## src/rtl/toggle_event_rx.sv

```systemverilog
// rtl/toggle_event_rx.sv - toggle-link receiver: sync, edge detect, pending queue, ack toggle
// Optional glitch filter on the synchronised level: define TOGGLE_RX_FILTER_EN
module toggle_event_rx #(
    parameter int SYNC_STAGES = 2,
    parameter int PEND_W      = 4,
    parameter int CNT_W       = 8
) (
    input  logic              clk,
    input  logic              rst_n,
    input  logic              t_in,
    input  logic              rd,
    input  logic              clr_ovf,
    output logic              pulse,
    output logic              valid,
    output logic [PEND_W-1:0] pending,
    output logic              ack_t,
    output logic [CNT_W-1:0]  ev_cnt,
    output logic              ovf,
    output logic [1:0]        state
);

    typedef enum logic [1:0] {
        IDLE = 2'd0,
        BUSY = 2'd1,
        FULL = 2'd2
    } state_t;

    localparam logic [PEND_W-1:0] PEND_MAX = '1;

    logic [SYNC_STAGES-1:0] r_sync;
    logic                   r_h;
    logic                   r_pulse;
    logic                   r_valid;
    logic [PEND_W-1:0]      r_pend;
    logic                   r_ack;
    logic [CNT_W-1:0]       r_cnt;
    logic                   r_ovf;
    state_t                 r_state;
    state_t                 w_state_next;

    logic              w_s_last;
    logic              w_ev;
    logic              w_take;
    logic              w_acc;
    logic              w_rej;
    logic [PEND_W-1:0] w_pend_next;

    assign w_s_last = r_sync[SYNC_STAGES-1];

    always_ff @(posedge clk or negedge rst_n) begin
        if (!rst_n) begin
            r_sync <= '0;
        end else begin
            r_sync <= {r_sync[SYNC_STAGES-2:0], t_in};
        end
    end

`ifdef TOGGLE_RX_FILTER_EN
    logic r_f;

    // r_h doubles as the filtered level: it only follows s_last once s_last has held for two samples
    assign w_ev = (w_s_last == r_f) && (w_s_last != r_h);

    always_ff @(posedge clk or negedge rst_n) begin
        if (!rst_n) begin
            r_f <= 1'b0;
            r_h <= 1'b0;
        end else begin
            r_f <= w_s_last;
            if (w_ev) begin
                r_h <= w_s_last;
            end
        end
    end
`else
    assign w_ev = w_s_last ^ r_h;

    always_ff @(posedge clk or negedge rst_n) begin
        if (!rst_n) begin
            r_h <= 1'b0;
        end else begin
            r_h <= w_s_last;
        end
    end
`endif

    // A full queue still accepts when a take frees a slot in the same cycle
    assign w_take      = rd && (r_pend != '0);
    assign w_acc       = w_ev && ((r_pend != PEND_MAX) || rd);
    assign w_rej       = w_ev && !w_acc;
    assign w_pend_next = r_pend + PEND_W'(w_acc) - PEND_W'(w_take);

    always_comb begin
        w_state_next = r_state;
        case (r_state)
            IDLE: begin
                if (w_acc) begin
                    w_state_next = (w_pend_next == PEND_MAX) ? FULL : BUSY;
                end
            end
            BUSY: begin
                if (w_pend_next == PEND_MAX) begin
                    w_state_next = FULL;
                end else if (w_pend_next == '0) begin
                    w_state_next = IDLE;
                end
            end
            FULL: begin
                if (w_pend_next != PEND_MAX) begin
                    w_state_next = (w_pend_next == '0) ? IDLE : BUSY;
                end
            end
            default: w_state_next = IDLE;
        endcase
    end

    always_ff @(posedge clk or negedge rst_n) begin
        if (!rst_n) begin
            r_state <= IDLE;
            r_pulse <= 1'b0;
            r_valid <= 1'b0;
            r_pend  <= '0;
            r_ack   <= 1'b0;
            r_cnt   <= '0;
            r_ovf   <= 1'b0;
        end else begin
            r_state <= w_state_next;
            r_pulse <= w_ev;
            r_valid <= (w_state_next != IDLE);
            r_pend  <= w_pend_next;
            if (w_take) begin
                r_ack <= ~r_ack;
            end
            if (w_acc) begin
                r_cnt <= r_cnt + CNT_W'(1);
            end
            if (w_rej) begin
                r_ovf <= 1'b1;
            end else if (clr_ovf) begin
                r_ovf <= 1'b0;
            end
        end
    end

    assign pulse   = r_pulse;
    assign valid   = r_valid;
    assign pending = r_pend;
    assign ack_t   = r_ack;
    assign ev_cnt  = r_cnt;
    assign ovf     = r_ovf;
    assign state   = r_state;

endmodule

```

## config.mk

```make
export PLATFORM = sky130hd
export DESIGN_NAME = toggle_event_rx
export DESIGN_NICKNAME = d
export VERILOG_FILES = /design/src/rtl/toggle_event_rx.sv
export SDC_FILE = /design/constraint.sdc
export NUM_CORES = 1
export LEC_CHECK = 0
export BUFFER_PORTS_ARGS = -buffer_cell sky130_fd_sc_hd__buf_4
export CELL_PAD_IN_SITES_DETAIL_PLACEMENT = 1
export CELL_PAD_IN_SITES_GLOBAL_PLACEMENT = 1
export CORE_ASPECT_RATIO = 0.8
export CORE_MARGIN = 2
export CORE_UTILIZATION = 43
export CTS_CLUSTER_SIZE = 8
export DETAILED_ROUTE_END_ITERATION = 16
export PLACE_DENSITY_LB_ADDON = 0.1
export SLEW_MARGIN = 30
export SYNTH_ARGS = -nofsm -noshare
export SYNTH_HDL_FRONTEND = slang
export SYNTH_SLANG_ARGS = --single-unit
```

## constraint.sdc

```tcl
create_clock -name clk -period 5.1 [get_ports clk]
set_clock_uncertainty 0.2 [all_clocks]
set_input_delay 0.255 -clock clk [delete_from_list [all_inputs] [get_ports clk]]
set_output_delay 0.255 -clock clk [all_outputs]
set_load 0.03 [all_outputs]
```

After elaboration in Yosys (flattened, before gate mapping)
Cells that the tools add are included.
Cells by class
  add/subtract/negate cells: 3
  bitwise logic cells: 2
  reductions and logical operators: 10
  equal/unequal tests: 5
  multiplexer cells: 9
Operator list (number)
  $mux 2: 5
  $add 8x1->8 const B: 1
  $ne 4x4->1 const B: 2
  $pmux 2 s3: 1
  $add 4x1->4: 1
  $eq 4x4->1 const B: 1
  $logic_not 4->1: 1
  $reduce_bool 2->1: 2
  $reduce_bool 4->1: 1
  $sub 4x1->4: 1
  $logic_and 1x1->1: 3
  $mux 1: 3
  $eq 2x1->1 const B: 1
  $eq 2x2->1 const B: 1
  $logic_not 2->1: 1
  $logic_not 1->1: 1
  $logic_or 1x1->1: 1
  $not 1->1: 1
  $xor 1x1->1: 1
Word-level totals
  input bits: 5
  flip-flop bits (word level): 21
  output and inout port bits: 18
  word-level logic and storage cells: 38

Logic depth before layout (Yosys ltp)
Gate-level depths: netlist of the first run.
  word-level depth: 10
  gate-level depth with buffers: 14
  mapped depth without buffers: 13

Worst setup path after synthesis of the first run
No wires, ideal clock.
  path type: reg-to-reg
  start point: register r_pend[2], in the netlist pending[2]
  end point: register r_state[0], in the netlist state[0]
  arrival time: 2.663 ns
  stages on the path, launching flop included: 14
  required time: 4.760 ns
  library setup time: 0.140 ns
  slack: 2.098 ns
  buffers on the path: 1
  clock period less this slack: 3.002 ns
  cells stage by stage: dfrtp_1 > ha_1 > nand4b_1 > and2_1 > buf_6 > inv_1 > ha_1 > inv_1 > ha_1 > inv_1 > fa_1 > inv_1 > nor4b_1 > a211oi_2
Between the ends
  cells in the longest elaborated chain, start to end: 9
  elaborated cells on any way between the ends: 17
  classes of those cells: 2 x add/sub; 3 x eq/ne; 7 x mux; 5 x reduce/logical
RTL lines
  start: declaration: RTL line 34  | logic [PEND_W-1:0] r_pend;
  start signal: assignment: RTL line 130  | r_pend <= w_pend_next;
  $ne 4x4->1: RTL line 89  | assign w_acc = w_ev && ((r_pend != PEND_MAX) || rd);
  $logic_or 1x1->1: RTL line 89
  $logic_and 1x1->1: RTL line 89
  $add 4x1->4: RTL line 91  | assign w_pend_next = r_pend + PEND_W'(w_acc) - PEND_W'(w_take);
  $sub 4x1->4 (*): RTL line 91
  net w_pend_next[1]: RTL line 46  | logic [PEND_W-1:0] w_pend_next;
  $eq 4x4->1 or $logic_not 4->1 (tied branches)
  $mux 2, or another cell as far along: RTL line 98  | w_state_next = (w_pend_next == PEND_MAX) ? FULL : BUSY;
  $mux 2 (on tied branches): RTL line 97, 102, 109
  $pmux 2 s3 (*): RTL line 95  | case (r_state)
  net w_state_next[0]: RTL line 39  | state_t w_state_next;
  end signal: assignment: RTL line 127  | r_state <= w_state_next;
  end: declaration: RTL line 38  | state_t r_state;
The timed path passes the listed nets; every way through them passes the cells marked *.
A chain may end at the register's enable or synchronous reset.

Final worst setup path of the first run
  start point: register r_pend[2], in the netlist pending[2]
  end point: register r_valid, in the netlist valid
Between the ends
  cells in the longest elaborated chain, start to end: 10
  elaborated cells on any way between the ends: 18
  classes of those cells: 2 x add/sub; 3 x eq/ne; 7 x mux; 6 x reduce/logical
RTL lines
  $ne 4x4->1: RTL line 89
  $logic_or 1x1->1: RTL line 89
  $logic_and 1x1->1: RTL line 89
  $add 4x1->4: RTL line 91
  $sub 4x1->4 (*): RTL line 91
  net w_pend_next[1]: RTL line 46
  $eq 4x4->1 or $logic_not 4->1 (tied branches)
  $mux 2, or another cell as far along: RTL line 98
  $mux 2 (on tied branches): RTL line 97, 102, 109
  $pmux 2 s3 (*): RTL line 95
  $reduce_bool 2->1 (*): RTL line 129  | r_valid <= (w_state_next != IDLE);
  end signal: assignment: RTL line 129
  end: declaration: RTL line 33  | logic r_valid;
Marks and branches as above.

==> results of run 1 <==
-- logic make-up (layout without fill, tap and decap cells) --
family,after synthesis,after routing
DFF,21,21
and+or+nand+nor,20,20
buffers and inverters,12,40
xor gates and xnor gates,10,10
adders and majority gates,8,8
AOI/OAI and AO/OA,8,8
muxes,1,1
-- cells in the mapped netlist --
cell type / number / area share (%)
sky130_fd_sc_hd__dfrtp_1: 21 / 54
sky130_fd_sc_hd__inv_1: 11 / 4.3
sky130_fd_sc_hd__ha_1: 7 / 9.0
sky130_fd_sc_hd__xnor2_1: 7 / 6.3
sky130_fd_sc_hd__nand4_1: 4 / 2.6
sky130_fd_sc_hd__nor2_1: 3 / 1.2
sky130_fd_sc_hd__xor2_1: 3 / 2.7
sky130_fd_sc_hd__and2_1: 2 / 1.3
sky130_fd_sc_hd__nand2_1: 2 / 0.77
sky130_fd_sc_hd__nand3_1: 2 / 1.0
sky130_fd_sc_hd__o21ba_2: 2 / 2.1
sky130_fd_sc_hd__a211oi_1: 1 / 0.77
sky130_fd_sc_hd__a211oi_2: 1 / 1.3
sky130_fd_sc_hd__a21boi_0: 1 / 0.77
sky130_fd_sc_hd__a21oi_1: 1 / 0.52
sky130_fd_sc_hd__and3_1: 1 / 0.65
sky130_fd_sc_hd__and4_1: 1 / 0.90
sky130_fd_sc_hd__buf_6: 1 / 1.2
sky130_fd_sc_hd__fa_1: 1 / 2.1
sky130_fd_sc_hd__mux2_2: 1 / 1.2
sky130_fd_sc_hd__nand4b_1: 1 / 0.90
sky130_fd_sc_hd__nor3_1: 1 / 0.52
sky130_fd_sc_hd__nor3b_1: 1 / 0.77
sky130_fd_sc_hd__nor4b_1: 1 / 0.90
sky130_fd_sc_hd__o21ai_2: 1 / 0.90
sky130_fd_sc_hd__o22ai_1: 1 / 0.65
sky130_fd_sc_hd__or2_2: 1 / 0.65
-- stage by stage --
step                      cell area, µm²  worst slack, ns
final                               1210             1.91
after global routing                1210             1.67
after floorplan                      970             2.10
after CTS                           1210             1.89
after detailed placement            1150             1.89
after global placement              1150             1.97
-- cell type report --
type | instances | area share [%]
clock buffers | 3 | 1.86
clock inverters | 1 | 0.413
inverters | 11 | 3.41
multi-input cells | 47 | 32.3
flip-flops and latches | 21 | 43.3
well taps | 25 | 2.58
repair buffers | 25 | 16.1
-- power groups by stage --
stage,Sequential (mW),Combinational [mW],Clock [mW]
floorplan,0.388,0.213,0
global placement,0.291,0.451,0
detailed placement,0.295,0.460,0
CTS,0.291,0.465,0.0822
global route,0.298,0.505,0.0897
finish,0.289,0.459,0.0787
-- worst max-delay path: stages (launching register included) --
cell	delay [ns]
sky130_fd_sc_hd__dfrtp_1	0.41
sky130_fd_sc_hd__ha_1	0.20
sky130_fd_sc_hd__nand4b_1	0.10
sky130_fd_sc_hd__and2_1	0.37
sky130_fd_sc_hd__inv_1	0.09
sky130_fd_sc_hd__ha_1	0.28
sky130_fd_sc_hd__inv_1	0.05
sky130_fd_sc_hd__ha_1	0.15
sky130_fd_sc_hd__inv_1	0.05
sky130_fd_sc_hd__fa_1	0.48
sky130_fd_sc_hd__inv_1	0.07
sky130_fd_sc_hd__nor4b_1	0.48
sky130_fd_sc_hd__a21oi_1	0.13
-- routing by layer --
layer / track usage, % / wire length, µm / vias to the layer above
li1: - / - / 326
met1: 18.6 / 865 / 329
met2: 25.7 / 839 / 16
met3: 5.06 / 94 / 2
met4: 4.19 / 13 / 0
met5: 0 / 0 / -
-- flip-flops by register name, indices dropped and copies added (netlist names) --
register / count
ovf: 1
ack_t: 1
pending: 4
ev_cnt: 8
valid: 1
r_h: 1
pulse: 1
state: 2
r_sync: 2
-- what timing repair did --
item | in CTS | in global routing
hold buffers | 3 | 0
setup buffers | 0 | 0
endpoints found under the hold margin | 23 | 0
-- layout by cell type (no fill, tap or decap), types with 2 or more instances in the layout --
master / Yosys / layout
sky130_fd_sc_hd__nand4_1: 4 / 4
sky130_fd_sc_hd__nand2_1: 2 / 2
sky130_fd_sc_hd__nand3_1: 2 / 2
sky130_fd_sc_hd__and2_1: 2 / 2
sky130_fd_sc_hd__clkbuf_4: 0 / 3
sky130_fd_sc_hd__buf_4: 0 / 22
sky130_fd_sc_hd__xor2_1: 3 / 3
sky130_fd_sc_hd__ha_1: 7 / 7
sky130_fd_sc_hd__xnor2_1: 7 / 7
sky130_fd_sc_hd__inv_1: 11 / 11
sky130_fd_sc_hd__dfrtp_1: 21 / 21
sky130_fd_sc_hd__nor2_1: 3 / 3
sky130_fd_sc_hd__dlygate4sd3_1: 0 / 3
sky130_fd_sc_hd__o21ba_2: 2 / 2
-- worst paths after layout --
path	startpoint	end	slack [ns]
max	pending[2]	valid	1.91
min in group asynchronous	rst_n	pending[0]	0.15
min reg2reg	r_sync[0]	r_sync[1]	0.16
max in group asynchronous	rst_n	ev_cnt[7]	4.34
max reg2reg	pending[2]	valid	1.91
min	rd	ovf	0.05
==> run_results.csv, run 1 <==
group,metric,value,unit
floorplan,effective_utilization_at_floorplan,45.3,%
sta,hold_viol_final,0,
grt,grt_overflow_total,0,
placed_design,port_buffers,22,
critical_path,ff2ff_path_depth,12,
synthesis,yosys.area_share.simple,12.1,%
detailed_routing,routed_wire_length,1810,µm
cts,root_buffer,"sky130_fd_sc_hd__clkbuf_4",
detailed_routing,drt.antenna.violating_nets,0,
run,cap_violations,0,
detailed_routing,post-route-drc-count,0,
synthesis,synth.distinct_cells,27,
power_and_ir_drop,pwr_density,682,mW/mm²
power_and_ir_drop,p_seq_share,34.9,%
synthesis,synth_compound_area_share,6.97,%
power_and_ir_drop,fin_total_pwr,0.826,mW
synthesis,synth-seq-cells,21,
critical_path,required,5.08,ns
cts,clk_pin_slew_worst_paths,0.12,ns
sta,max_freq,0.314,GHz
cells_and_area,finish.net_count,122,
power_and_ir_drop,ir_worst_vdd,0.000412,V
synthesis,synth_warnings,0,
power_and_ir_drop,net-switching-power,0.382,mW
grt,groute.usage.overall,15.1,%
critical_path,path_class,"flip-flop to flip-flop",
cts,clock_latency,0.30,ns
synthesis,synth_area_in_xor_xnor,9.03,%
floorplan,floorplan.core_area,0.00214,mm²
detailed_routing,routed_via_density,5.06,
placed_design,detailed_place_hpwl,1420,µm
grt,grt_max_degree,22,
synthesis,synthMuxAreaShare,1.16,%
cells_and_area,final_layout_size_suffix_gt1_share,29.6,%
detailed_routing,vias,673,
sta,slew-limit-headroom,67.7,%
synthesis,netlist_instances,80,
synthesis,synth.cell_area,970,µm²
sta,finalSetupViolations,0,
critical_path,worst_setup_path_start_kind,"flip-flop",
power_and_ir_drop,power_switching_share,46.3,%
cts,tritoncts,"done",
placed_design,placedCellCount,126,
cts,cts.path.max_buffers,2,
placed_design,finalWeightedCongestion,0.740,
synthesis,average_size_of_a_mapped_cell,12.1,µm²
min_path,holdPathStages,3,
synthesis,largest_family_of_logic_cells_by_synthesized_area,"simple AND/OR/NAND/NOR gates",
cells_and_area,finalCoreUtilization,56.7,%
synthesis,synth_adder_area_share,11.1,%
cells_and_area,multi_input_area,392,µm²
detailed_routing,drt_first_iter_violations,3,
sta,timing.final.crit_period,3.19,ns
critical_path,timing.critical_path.fanout_max,10,
cts,cts.repair.resized,0,
critical_path,crit_arrival,3.17,ns
power_and_ir_drop,logic_pwr_share,55.5,%
cells_and_area,fillCellCount,237,
floorplan,floorplan.rows,15,
synthesis,ys_seq_area_share,54.2,%
sta,hold_slack,0.0512,ns
grt,antenna_found_initial,0,
detailed_routing,firstDrtPassIters,4,
cells_and_area,seqCellArea,526,µm²
floorplan,pin_count,23,
detailed_routing,route.detailed.wl_per_inst,13.6,µm
sta,totalNegativeSetupSlack,0,ns
cts,number_of_sinks_on_the_clock_net,21,
sta,drv_slew,0,
sta,unrepaired_setup_endpoints_after_global_routing,"no",
floorplan,die-height,46.5,µm
sta,period_share,62.5,%
cells_and_area,antenna_cells,0,
cells_and_area,final_cell_count_no_fill,133,
synthesis,mappedNetlistNets,93,
floorplan,area_of_the_die,0.00265,mm²
power_and_ir_drop,intPower,0.444,mW
min_path,min-delay-path-class,"input port to flip-flop",
cells_and_area,syn2layout_area_growth,25.0,%
critical_path,cp-end-kind,"flip-flop",
outcome,outcome,"finished clean",
sta,worstMarginPinSlew,0.478,ns
power_and_ir_drop,clock_power_share,9.5,%
cts,numCtsBuffers,3,
floorplan,chipWidth,57.1,µm
power_and_ir_drop,power_leakage,0.584,nW
grt,grt_pass1_wl,2880,µm
cts,cts-htree-levels,1,
grt,grt_pass1_vias,651,
Power figures use the tool's default switching activity.
==> run 2, diff against run 1 <==
--- a/config.mk
+++ b/config.mk
@@ -5,12 +5,13 @@
 export SDC_FILE = /design/constraint.sdc
 export NUM_CORES = 1
 export LEC_CHECK = 0
+export ABC_AREA = 1
 export BUFFER_PORTS_ARGS = -buffer_cell sky130_fd_sc_hd__buf_4
 export CELL_PAD_IN_SITES_DETAIL_PLACEMENT = 1
 export CELL_PAD_IN_SITES_GLOBAL_PLACEMENT = 1
 export CORE_ASPECT_RATIO = 0.8
 export CORE_MARGIN = 2
-export CORE_UTILIZATION = 43
+export CORE_UTILIZATION = 36
 export CTS_CLUSTER_SIZE = 8
 export DETAILED_ROUTE_END_ITERATION = 16
 export PLACE_DENSITY_LB_ADDON = 0.1
==> constraint.sdc (replaced) <==
create_clock -name clk -period 2.7 [get_ports clk]
set_clock_uncertainty 0.2 [all_clocks]
set_input_delay 0.135 -clock clk [delete_from_list [all_inputs] [get_ports clk]]
set_output_delay 0.135 -clock clk [all_outputs]
set_load 0.03 [all_outputs]
==> run 2 against run 1 <==
  * Sequential cell count unchanged
  * Maximum frequency increased by 23%
  * Final cell count increased by 44%
  * Total power grew 120%
  * Critical path type unchanged
  * Critical endpoint unchanged
  * Largest power group unchanged
  * Highest routed layer unchanged
==> run_results.csv, run 2 <==
group,metric,value,unit
outcome,outcome,"finished clean",
cells_and_area,most-common-layout-cells,"29 x sky130_fd_sc_hd__buf_4, 20 x sky130_fd_sc_hd__nand2_1, 19 x sky130_fd_sc_hd__inv_1, 19 x sky130_fd_sc_hd__dfrtp_1, 11 x sky130_fd_sc_hd__nand3_1",
cells_and_area,antenna_cells,0,
floorplan,effective_utilization_at_floorplan,38.8,%
cts,clock_latency,0.26,ns
detailed_routing,route.detailed.wl_per_inst,12.6,µm
sta,worstMarginPinSlew,0.271,ns
critical_path,cpMostUsedCell,"sky130_fd_sc_hd__inv_2",
detailed_routing,drt.antenna.violating_nets,0,
detailed_routing,drt_first_iter_violations,10,
synthesis,synth_largest_area_cell,"sky130_fd_sc_hd__dfrtp_1",
detailed_routing,post-route-drc-count,0,
floorplan,pin_count,23,
synthesis,ys_seq_area_share,47.9,%
cts,cts-htree-levels,1,
sta,max_freq,0.386,GHz
power_and_ir_drop,clock_power_share,11.3,%
sta,slew-limit-headroom,81.9,%
power_and_ir_drop,p_seq_share,29.2,%
cells_and_area,fillCellCount,323,
critical_path,critical_path.endpoint,"valid",
min_path,holdPathStages,4,
detailed_routing,routed_via_density,4.51,
run,cap_violations,0,
cells_and_area,largest_register_ffs,8,
critical_path,cp_cell_sequence,"ha_2 > nand2_2 > inv_2 > nand2_4 > nand2_8 > ha_4 > inv_2 > ha_4 > inv_2 > fa_1 > inv_2 > nor3_2 > nand2_1 > nor2_2 > nor2_1",
grt,grt_pass1_vias,932,
critical_path,cp-end-kind,"flip-flop",
power_and_ir_drop,ir_worst_vdd,0.000592,V
synthesis,ys_async_sr_fraction,100,%
critical_path,timing.critical_path.fanout_max,3,
cts,cts.path.max_buffers,2,
cts,root_buffer,"sky130_fd_sc_hd__clkbuf_8",
synthesis,synth_edf_count,0,
critical_path,crit_start,"pending[3]",
synthesis,synth.cell_area,0.00110,mm²
detailed_routing,firstDrtPassIters,4,
detailed_routing,routed_wire_length,2410,µm
power_and_ir_drop,intPower,0.948,mW
placed_design,port_buffers,22,
floorplan,chipWidth,65.7,µm
critical_path,crit_arrival,2.54,ns
sta,period_share,96.0,%
cells_and_area,final_layout_size_suffix_gt1_share,40.5,%
critical_path,worst_setup_path_start_kind,"flip-flop",
grt,grt_pass1_wl,4160,µm
synthesis,yosysMostFrequentCell,"sky130_fd_sc_hd__inv_1",
critical_path,crit_path_top_delay_cell,"sky130_fd_sc_hd__fa_1",
critical_path,max_stage_delay,0.52,ns
cells_and_area,finish.net_count,167,
sta,timing.final.crit_period,2.59,ns
power_and_ir_drop,power_leakage,0.784,nW
cts,number_of_sinks_on_the_clock_net,21,
synthesis,synth_warnings,0,
floorplan,area_of_the_die,0.00351,mm²
power_and_ir_drop,power_switching_share,47.8,%
grt,grt_max_degree,22,
synthesis,synth-seq-cells,21,
synthesis,synth.distinct_cells,23,
grt,groute.usage.overall,16.1,%
cts,numCtsBuffers,3,
synthesis,netlist_top_cells_area,"sky130_fd_sc_hd__dfrtp_1 48%, sky130_fd_sc_hd__ha_1 8.0%, sky130_fd_sc_hd__inv_1 7.9%",
critical_path,ff2ff_setup_slack,0.11,ns
detailed_routing,vias,862,
cells_and_area,finalCoreUtilization,53.1,%
sta,hold_viol_final,0,
critical_path,path_class,"flip-flop to flip-flop",
floorplan,floorplan.rows,17,
power_and_ir_drop,logic_pwr_share,59.5,%
grt,grt_overflow_total,0,
critical_path,ff2ff_path_depth,15,
floorplan,floorplan.core_area,0.00283,mm²
critical_path,r2r-end,"valid",
cells_and_area,fin_area,0.00150,mm²
placed_design,finalWeightedCongestion,0.827,
grt,antenna_found_initial,0,
placed_design,dpl_cell_area,0.00136,mm²
cts,clk_pin_slew_worst_paths,0.08,ns
synthesis,average_size_of_a_mapped_cell,9.38,µm²
min_path,min-delay-path-class,"input port to flip-flop",
synthesis,mappedNetlistNets,130,
power_and_ir_drop,pwr_density,1210,mW/mm²
synthesis,synth_top_area_share,47.9,%
cts,tritoncts,"done",
synthesis,netlist_instances,117,
floorplan,die-height,53.4,µm
cells_and_area,layout_commonest_cell,"sky130_fd_sc_hd__buf_4",
synthesis,ys_dominant_reg_cell,"sky130_fd_sc_hd__dfrtp_1",
sta,totalNegativeSetupSlack,0,ns
synthesis,ys_top_cells_by_count,"23 x sky130_fd_sc_hd__inv_1, 21 x sky130_fd_sc_hd__dfrtp_1, 21 x sky130_fd_sc_hd__nand2_1",
placed_design,detailed_place_hpwl,1880,µm
critical_path,required,2.65,ns
sta,finalSetupViolations,0,
critical_path,r2r_start,"pending[3]",
cells_and_area,syn2layout_area_growth,36.8,%
power_and_ir_drop,net-switching-power,0.867,mW
sta,drv_slew,0,
## run 2: changes by cell type in the layout (fill, tap and decap cells not counted), sizes merged, moves of 4 or more
cell,delta
nand4,-4
nor2,+10
xnor2,-6
nand2,+25
buf,+7
inv,+13
nand3,+10
## run 2: kinds of logic (layout without fill, tap and decap cells)
kind of cell,after synthesis,after routing,synth area share (%)
AOI/OAI and AO/OA,4,4,2.28
xor gates and xnor gates,6,6,5.47
DFF,21,21,47.9
and+or+nand+nor,54,54,26.3
buffers and inverters,24,60,8.21
adders and majority gates,8,8,9.81
## run 2: how the worst min path moves through the flow
| stage | endpoint | start | slack, ns |
|---|---|---|---|
| finish | ovf | rd | 0.02 |
| global route | ovf | rd | 0.05 |
| CTS | ovf | rd | 0.02 |
| detailed placement | ack_t | rst_n | -0.16 |
| global placement | ack_t | rst_n | -0.16 |
| floorplan | ack_t | rst_n | -0.36 |
## run 2: routing by layer
metal | global-route usage [%] | part of all wire [%] | wire length (µm)
met5 | 0 | 0 | 0
met4 | 4.17 | 1.2 | 29
met3 | 4.26 | 3.7 | 90
met2 | 27.6 | 51 | 1240
met1 | 20.1 | 44 | 1050
## run 2: through the flow
step	hold WS, ns	instances	power [mW]	setup slack (ns)
global route	0.0465	191	1.99	-0.0494
CTS	0.0162	187	1.75	0.00559
global placement	-0.160	180	1.47	0.0691
floorplan	-0.361	117	1.17	0.000288
finish	0.0235	191	1.82	0.109
detailed placement	-0.159	180	1.51	-0.0240
## run 2: power groups by stage
stage	logic, mW	clock network [mW]	registers [mW]
2_1_floorplan	0.460	0	0.713
5_1_grt	1.21	0.227	0.552
4_1_cts	1.00	0.215	0.533
6_report	1.08	0.206	0.530
3_3_place_gp	0.935	0	0.530
3_5_place_dp	0.977	0	0.537
## run 2: worst max-delay path: cells and delay by family (launching register included)
kind	cells	cell delay, ns
adder cells (fa/ha/maj)	4	1.06
AND/OR/NAND/NOR	7	0.62
flip-flops	1	0.43
buffers and inverters	4	0.20
## run 2: timing repair
action                                  4_1_cts  5_1_grt
endpoints found under the setup margin        2        3
buffers inserted                              0        4
hold endpoints to repair                     23        0
hold buffers                                  3        0
gates cloned                                  0        0
pin swaps                                     1        7
resized for setup                             2        9
## run 2: cell type report
| type | count | area (µm²) | area share (%) |
|---|---|---|---|
| multi-input combinational | 72 | 542 | 36.1 |
| sequential | 21 | 528 | 35.2 |
| clock buffer | 3 | 41.3 | 2.75 |
| timing repair buffer | 32 | 248 | 16.5 |
| clock inverter | 1 | 5.00 | 0.333 |
| tap | 38 | 47.5 | 3.17 |
| inverter | 24 | 90.1 | 6.00 |
